==> src/rtl/serial_add_ctrl.sv <==
// serial_add_ctrl
//   Bit-serial adder controller. One full_adder is time-shared across WIDTH
//   bit positions, LSB first, one bit per clock. Operands are taken through a
//   valid/ready handshake and the result is offered through another one.
//
//   state | meaning
//   ------+----------------------------------------------------------------
//   IDLE  | waiting for operands, in_ready=1
//   CALC  | shifting one bit per clock through the full adder, busy=1
//   DONE  | result presented on sum/cout, out_valid=1 until out_ready
//
// Ports
//   clk        system clock, rising edge
//   rst_n      asynchronous active-low reset
//   in_valid   operands a, b, cin valid
//   in_ready   block can accept operands (state IDLE)
//   a, b       WIDTH-bit operands
//   cin        carry into bit 0
//   out_valid  result valid (state DONE)
//   out_ready  consumer accepts result
//   sum        a+b+cin modulo 2^WIDTH, held until the next result
//   cout       carry out of bit WIDTH-1
//   busy       high while in CALC

module full_adder (
  input  logic in1,
  input  logic in2,
  input  logic cin,
  output logic sum,
  output logic cout
);
  assign sum  = in1 ^ in2 ^ cin;
  assign cout = (in1 & in2) | (cin & (in1 ^ in2));
endmodule

module serial_add_ctrl #(
  parameter  int WIDTH = 14,
  localparam int CNT_W = $clog2(WIDTH)
) (
  input  logic             clk,
  input  logic             rst_n,
  input  logic             in_valid,
  output logic             in_ready,
  input  logic [WIDTH-1:0] a,
  input  logic [WIDTH-1:0] b,
  input  logic             cin,
  output logic             out_valid,
  input  logic             out_ready,
  output logic [WIDTH-1:0] sum,
  output logic             cout,
  output logic             busy
);

  typedef enum logic [1:0] {
    S_IDLE = 2'd0,
    S_CALC = 2'd1,
    S_DONE = 2'd2
  } state_t;

  localparam logic [CNT_W-1:0] CNT_LAST = CNT_W'(WIDTH - 1);

  state_t           state_q;
  logic [WIDTH-1:0] a_sh;
  logic [WIDTH-1:0] b_sh;
  logic [WIDTH-1:0] res_sh;
  logic             carry_q;
  logic [CNT_W-1:0] cnt_q;
  logic [WIDTH-1:0] sum_q;
  logic             cout_q;

  logic             fa_sum;
  logic             fa_cout;
  logic [WIDTH-1:0] res_next;

  full_adder u_fa (
    .in1  (a_sh[0]),
    .in2  (b_sh[0]),
    .cin  (carry_q),
    .sum  (fa_sum),
    .cout (fa_cout)
  );

  // New bit enters at the MSB so that after WIDTH shifts bit 0 sits at the LSB.
  assign res_next = {fa_sum, res_sh[WIDTH-1:1]};

  always_ff @(posedge clk or negedge rst_n) begin
    if (!rst_n) begin
      state_q <= S_IDLE;
      a_sh    <= '0;
      b_sh    <= '0;
      res_sh  <= '0;
      carry_q <= 1'b0;
      cnt_q   <= '0;
      sum_q   <= '0;
      cout_q  <= 1'b0;
    end else begin
      case (state_q)
        S_IDLE: begin
          if (in_valid) begin
            a_sh    <= a;
            b_sh    <= b;
            carry_q <= cin;
            cnt_q   <= '0;
            state_q <= S_CALC;
          end
        end
        S_CALC: begin
          a_sh    <= a_sh >> 1;
          b_sh    <= b_sh >> 1;
          res_sh  <= res_next;
          carry_q <= fa_cout;
          cnt_q   <= cnt_q + CNT_W'(1);
          if (cnt_q == CNT_LAST) begin
            // Result registers only change here, so sum/cout stay put in IDLE/CALC.
            sum_q   <= res_next;
            cout_q  <= fa_cout;
            state_q <= S_DONE;
          end
        end
        S_DONE: begin
          if (out_ready) begin
            state_q <= S_IDLE;
          end
        end
        default: begin
          state_q <= S_IDLE;
        end
      endcase
    end
  end

  assign in_ready  = (state_q == S_IDLE);
  assign busy      = (state_q == S_CALC);
  assign out_valid = (state_q == S_DONE);
  assign sum       = sum_q;
  assign cout      = cout_q;

endmodule

==> config.mk <==
export PLATFORM = sky130hd
export DESIGN_NAME = serial_add_ctrl
export DESIGN_NICKNAME = d
export VERILOG_FILES = /design/src/rtl/serial_add_ctrl.sv
export SDC_FILE = /design/constraint.sdc
export NUM_CORES = 1
export LEC_CHECK = 0
export CAP_MARGIN = 20
export CORE_MARGIN = 10
export CORE_UTILIZATION = 61
export CTS_CLUSTER_SIZE = 16
export DETAILED_ROUTE_END_ITERATION = 8
export DONT_BUFFER_PORTS = 1
export GPL_ROUTABILITY_DRIVEN = 0
export PLACE_DENSITY = 0.77
export SLEW_MARGIN = 15
export SYNTH_ARGS = -nofsm -noshare
export SYNTH_HDL_FRONTEND = slang
export SYNTH_SLANG_ARGS = --single-unit
export TNS_END_PERCENT = 20
==> constraint.sdc <==
create_clock -name clk -period 1.8 [get_ports clk]
set_input_delay 0.09 -clock clk [delete_from_list [all_inputs] [get_ports clk]]
set_output_delay 0.09 -clock clk [all_outputs]
set_load 0.02 [all_outputs]
== Yosys cells after proc, flatten, opt, wreduce, memory -nomap -nowiden ==
Index checks and enable logic that the tools add are counted.
Storage, ports and cells
  register bits: 64
  input port bits: 33
  output and inout bits: 18
  word-level logic and storage cells: 37
Operators by class
  reductions and logical operators: 5
  bitwise logic cells: 5
  add/subtract/negate cells: 1
  eq/ne operators: 6
  mux-type cells: 12
Operator list (count)
  one-hot mux 14 bit (2 select lines): 2
  two-way mux 14 bit: 2
  one-hot mux 4 bit (2 select lines): 1
  two-way mux 2 bit: 3
  one-hot mux 2 bit (3 select lines): 1
  adder 4 x 1 -> 4 bit (second input constant): 1
  equality test 4 bit (second input constant): 1
  two-way mux 4 bit: 1
  inequality test 2 x 1 -> 1 bit (second input constant): 2
  AND reduction 2 bit: 2
  AND reduction 3 bit: 1
  bitwise AND 1 bit: 2
  equality test 2 x 1 -> 1 bit (second input constant): 1
  equality test 2 bit (second input constant): 1
  zero test 2 bit: 1
  inequality test 2 bit (second input constant): 1
  one-hot mux 1 bit (2 select lines): 1
  nonzero test 2 bit: 1
  XOR 1 bit: 2
  two-way mux 1 bit: 1
  OR 1 bit: 1

== Logic depth before layout (Yosys ltp) ==
  depth in word-level cells: 4
  gate-level depth with buffers: 7
  depth with buffers taken out: 5

== Modules after synthesis ==
From an unflattened synthesis, not the netlist that was laid out.
Unflattened totals
  cells, all modules: 280
  area, all modules: 2929.1 µm²
By module, submodules not included
  serial_add_ctrl: times used 1, area an instance 2909.0 µm², cells each 279
  full_adder: times used 1, area an instance 20.0 µm², cells each 1

== Least setup slack after synthesis ==
OpenSTA, ideal clock, no wires.
  path type: flip-flop to flip-flop
  from: reg cnt_q[1]
  to: reg sum_q[10], in the netlist sum[10]
  buffers on the path: 1
  period minus slack after synthesis: 1.495 ns
  slack: 0.305 ns
  arrival time: 1.370 ns
  cell stages (with the launch flop): 7
  path through: dfrtp_1 > inv_1 > ha_1 > nand3_1 > nor2_8 > buf_12 > mux2_4
Between the ends
  cells in the longest elaborated chain, start to end: 2
Ends and longest elaborated chain
  from (decl): RTL line 67  | logic [CNT_W-1:0] cnt_q;
  from (signal assigned): RTL line 112  | cnt_q <= cnt_q + CNT_W'(1);
  equality test 4 bit: RTL line 113  | if (cnt_q == CNT_LAST) begin
  AND reduction 2 bit (no line)
  to (signal assigned): RTL line 115  | sum_q <= res_next;
  to (decl): RTL line 68  | logic [WIDTH-1:0] sum_q;
No other way between the ends.
A chain may end at the register's enable or synchronous reset.

== Worst setup path after layout ==
  from: reg state_q[1]
  to: reg cout_q, in the netlist cout
Between the ends
  cells in the longest elaborated chain, start to end: 2
Ends and longest elaborated chain
  from (decl): RTL line 62  | state_t state_q;
  from (signal assigned): RTL line 88  | state_q <= S_IDLE;
  from (signal assigned): RTL line 104  | state_q <= S_CALC;
  from (signal assigned): RTL line 117  | state_q <= S_DONE;
  equality test 2 x 1 -> 1 bit: RTL line 97  | case (state_q)
  AND reduction 2 bit (no line)
  to (signal assigned): RTL line 116  | cout_q <= fa_cout;
  to (decl): RTL line 69  | logic cout_q;
No other way between the ends.

==> metrics.cfg <==
[routing]
route.met2.wl_microns = 3210
drtIter0Drc = 119
ant_nets = 0
wl_met3_microns = 487
highest_layer = met4
finalWirelength_microns = 6630
vias = 2206
met1_length_microns = 2820
routedWlPerCell_microns = 18.1
viasPerCell = 6.03
firstDrtPassIters = 4
drc = 0

[pwr]
switching_share_pct = 36.7
peakVddDrop_mv = 0.676
p_per_area_nw_per_um2 = 1460
p_leak_nw = 1.57
p_int_mw = 3.18
pwr-share-clk_pct = 20.1
pwr-share-comb_pct = 28.9
power_frac_seq_pct = 51.0
p_switching_mw = 1.85

[final_layout]
final_cell_mix = dfrtp_1, nand2_1, dlygate4sd3_1
n_fill_cell = 332
final_util_pct = 73.5
multi_input_area_sq_um = 1230
fin_nets = 346
final-seq-area_sq_um = 1580
syn2layout_area_growth_pct = 17.8
layout_commonest_cell = dfrtp_1
drive_above_1_share_pct = 12.8
num_antenna_cells = 0

[yosys]
yosysTopAreaCell = dfrtp_1
yosysWarnings = 0
synth_xor_area_share_pct = 0
syn_avg_cell_area_sq_um = 10.5
synth_simple_gate_area_share_pct = 14.2
synthCells = 280
ys.flop_type = dfrtp_1
syn_area_sq_um = 2930
ys_types = 26
yosys.area_share.adder_pct = 1.54
synthMuxAreaShare_pct = 7.31
ys_async_sr_fraction_pct = 100
synth_compound_area_share_pct = 18.6
ys_seq_area_share_pct = 53.8
synth_edf_count = 0
syn_nets = 316
synth.area.top_cells = dfrtp_1, a22oi_1, nor2b_1
synth_top_family_by_area = compound AO/OA/AOI/OAI gates
yosysTopAreaCellShare_pct = 53.8
synth-seq-cells = 63

[floorplanning]
start_util_pct = 62.4
die_x_microns = 89.3
ioPinCount = 51
core_area_sq_um = 4690
rows = 25
dieHeight_microns = 89.3
dieArea_sq_um = 7970

[cts]
cts_buffers = 9
clk_pin_slew_ps = 70
cts_root_buffer = clkbuf_8
cts_num_sinks = 63
clockBufferDepth = 2
ctsHtreeMaxLevel = 3
clk_latency_ps = 340
cts_tree = done

[global_route]
grt_usage_pct = 17.5
grt_antenna_before_repair = 0
grt_max_degree = 64
grt_pass1_wl_microns = 10800
grt_overflow = 0
grt_pass1_vias = 2193

[timing]
final.period_utilization_pct = 94.2
rsz0062_at_grt = no
tns_ps = 0
fin_hold_ws_ps = -7.55
slew_violations = 0
setup_viol = 0
timing.slew.headroom_pct = 55.8
tightest_slew_ps = 662
hold_viol = 1
max_freq_mhz = 590
period_minus_slack_ps = 1690
final.setup_skew_ps = 7.20

[setup_path]
path_cells = buf_4 -> nand2b_4 -> nor2_8 -> mux2_2
required_ps = 2020
endpoint_kind = register
critPathSlowestCell = dfrtp_1
criticalPathCategory = reg2reg
worst-path-buf-inv = 1
cp.arrival_ps = 1910
cp-start-kind = register
cp_slowest_stage_delay_ps = 430
worstPathMaxFanout = 18
path_delay_family = simple AND/OR/NAND/NOR gates

[placement]
hpwl_microns = 4020
io_buffers = 0

[worst_hold_path]
holdCritPathClass = in2reg

[run_status]
violations = hold timing
status = finished, violations left

[run]
cap_violations = 0

## area by class of cell
type / instances / area share [%]
Sequential cell: 63 / 45.7
Timing Repair Buffer: 40 / 12.0
Clock buffer: 11 / 4.10
Tap cell: 54 / 1.96
Multi-Input combinational cell: 193 / 35.6
Inverter: 3 / 0.399
Clock inverter: 2 / 0.290
## cell usage after synthesis, drive strengths merged, types with 2 or more instances
cell    number
dfrtp       63
nand2       44
nor2b       31
o21ai       31
a21oi       29
a22oi       27
mux2        16
clkbuf      11
buf         10
inv          3
nand3        3
nor2         3
ha           2
## state kept, by name, indices dropped and copies added (netlist names)
register	flops
a_sh	14
cnt_q	4
carry_q	1
state_q	2
b_sh	14
sum	14
res_sh	13
cout	1
## final timing paths
check | start | to | slack [ps] | cells past startpoint
max reg2reg | state_q[1] | cout | 110 | 4
max | state_q[1] | cout | 110 | 4
min | in_valid | a_sh[13] | -8 | 3
min reg2reg | res_sh[1] | res_sh[1] | 490 | 2
min in group asynchronous | rst_n | cnt_q[1] | 290 | 2
max in group asynchronous | rst_n | b_sh[2] | 1260 | 2
## kinds of logic after synthesis
logic type,Yosys count
flops,63
mux,16
simple gates,82
fa+ha+maj,3
compound gates,92
buf+inv,24
## per-layer routing
layer  track usage, %  up-vias
met5                0        -
met4             9.25        0
met3             4.65       10
met2             26.9       84
met1             22.2     1083
li1                 -     1029
## power by group through the flow
stage / logic [mW] / registers [mW] / clock network (mW)
floorplan: 1.15 / 2.44 / 0
global placement: 1.28 / 2.55 / 0
detailed placement: 1.35 / 2.58 / 0
CTS: 1.45 / 2.56 / 1.02
global route: 1.63 / 2.64 / 1.09
finish: 1.45 / 2.56 / 1.01
## worst reg2reg max path: stages (launching register included)
cell	delay [ps]
dfrtp_1	430
buf_4	160
nand2b_4	250
nor2_8	360
mux2_2	390
## what timing repair did
item	in CTS	in global routing
setup buffers	0	0
resized for setup	0	2
hold buffers	33	0
hold endpoints to repair	93	0
setup endpoints to repair	0	1
## stage by stage
step	hold WS, ps	instances	area (sq um)	power, mW	setup slack, ps
floorplan	-206	280	2930	3.59	305
global placement	-203	320	2940	3.84	116
detailed placement	-203	320	2940	3.93	32.2
CTS	0.0258	366	3440	5.04	11.3
global route	10.9	366	3450	5.35	25.4
finish	-7.55	366	3450	5.03	105
(Power assumes the default switching activity.)
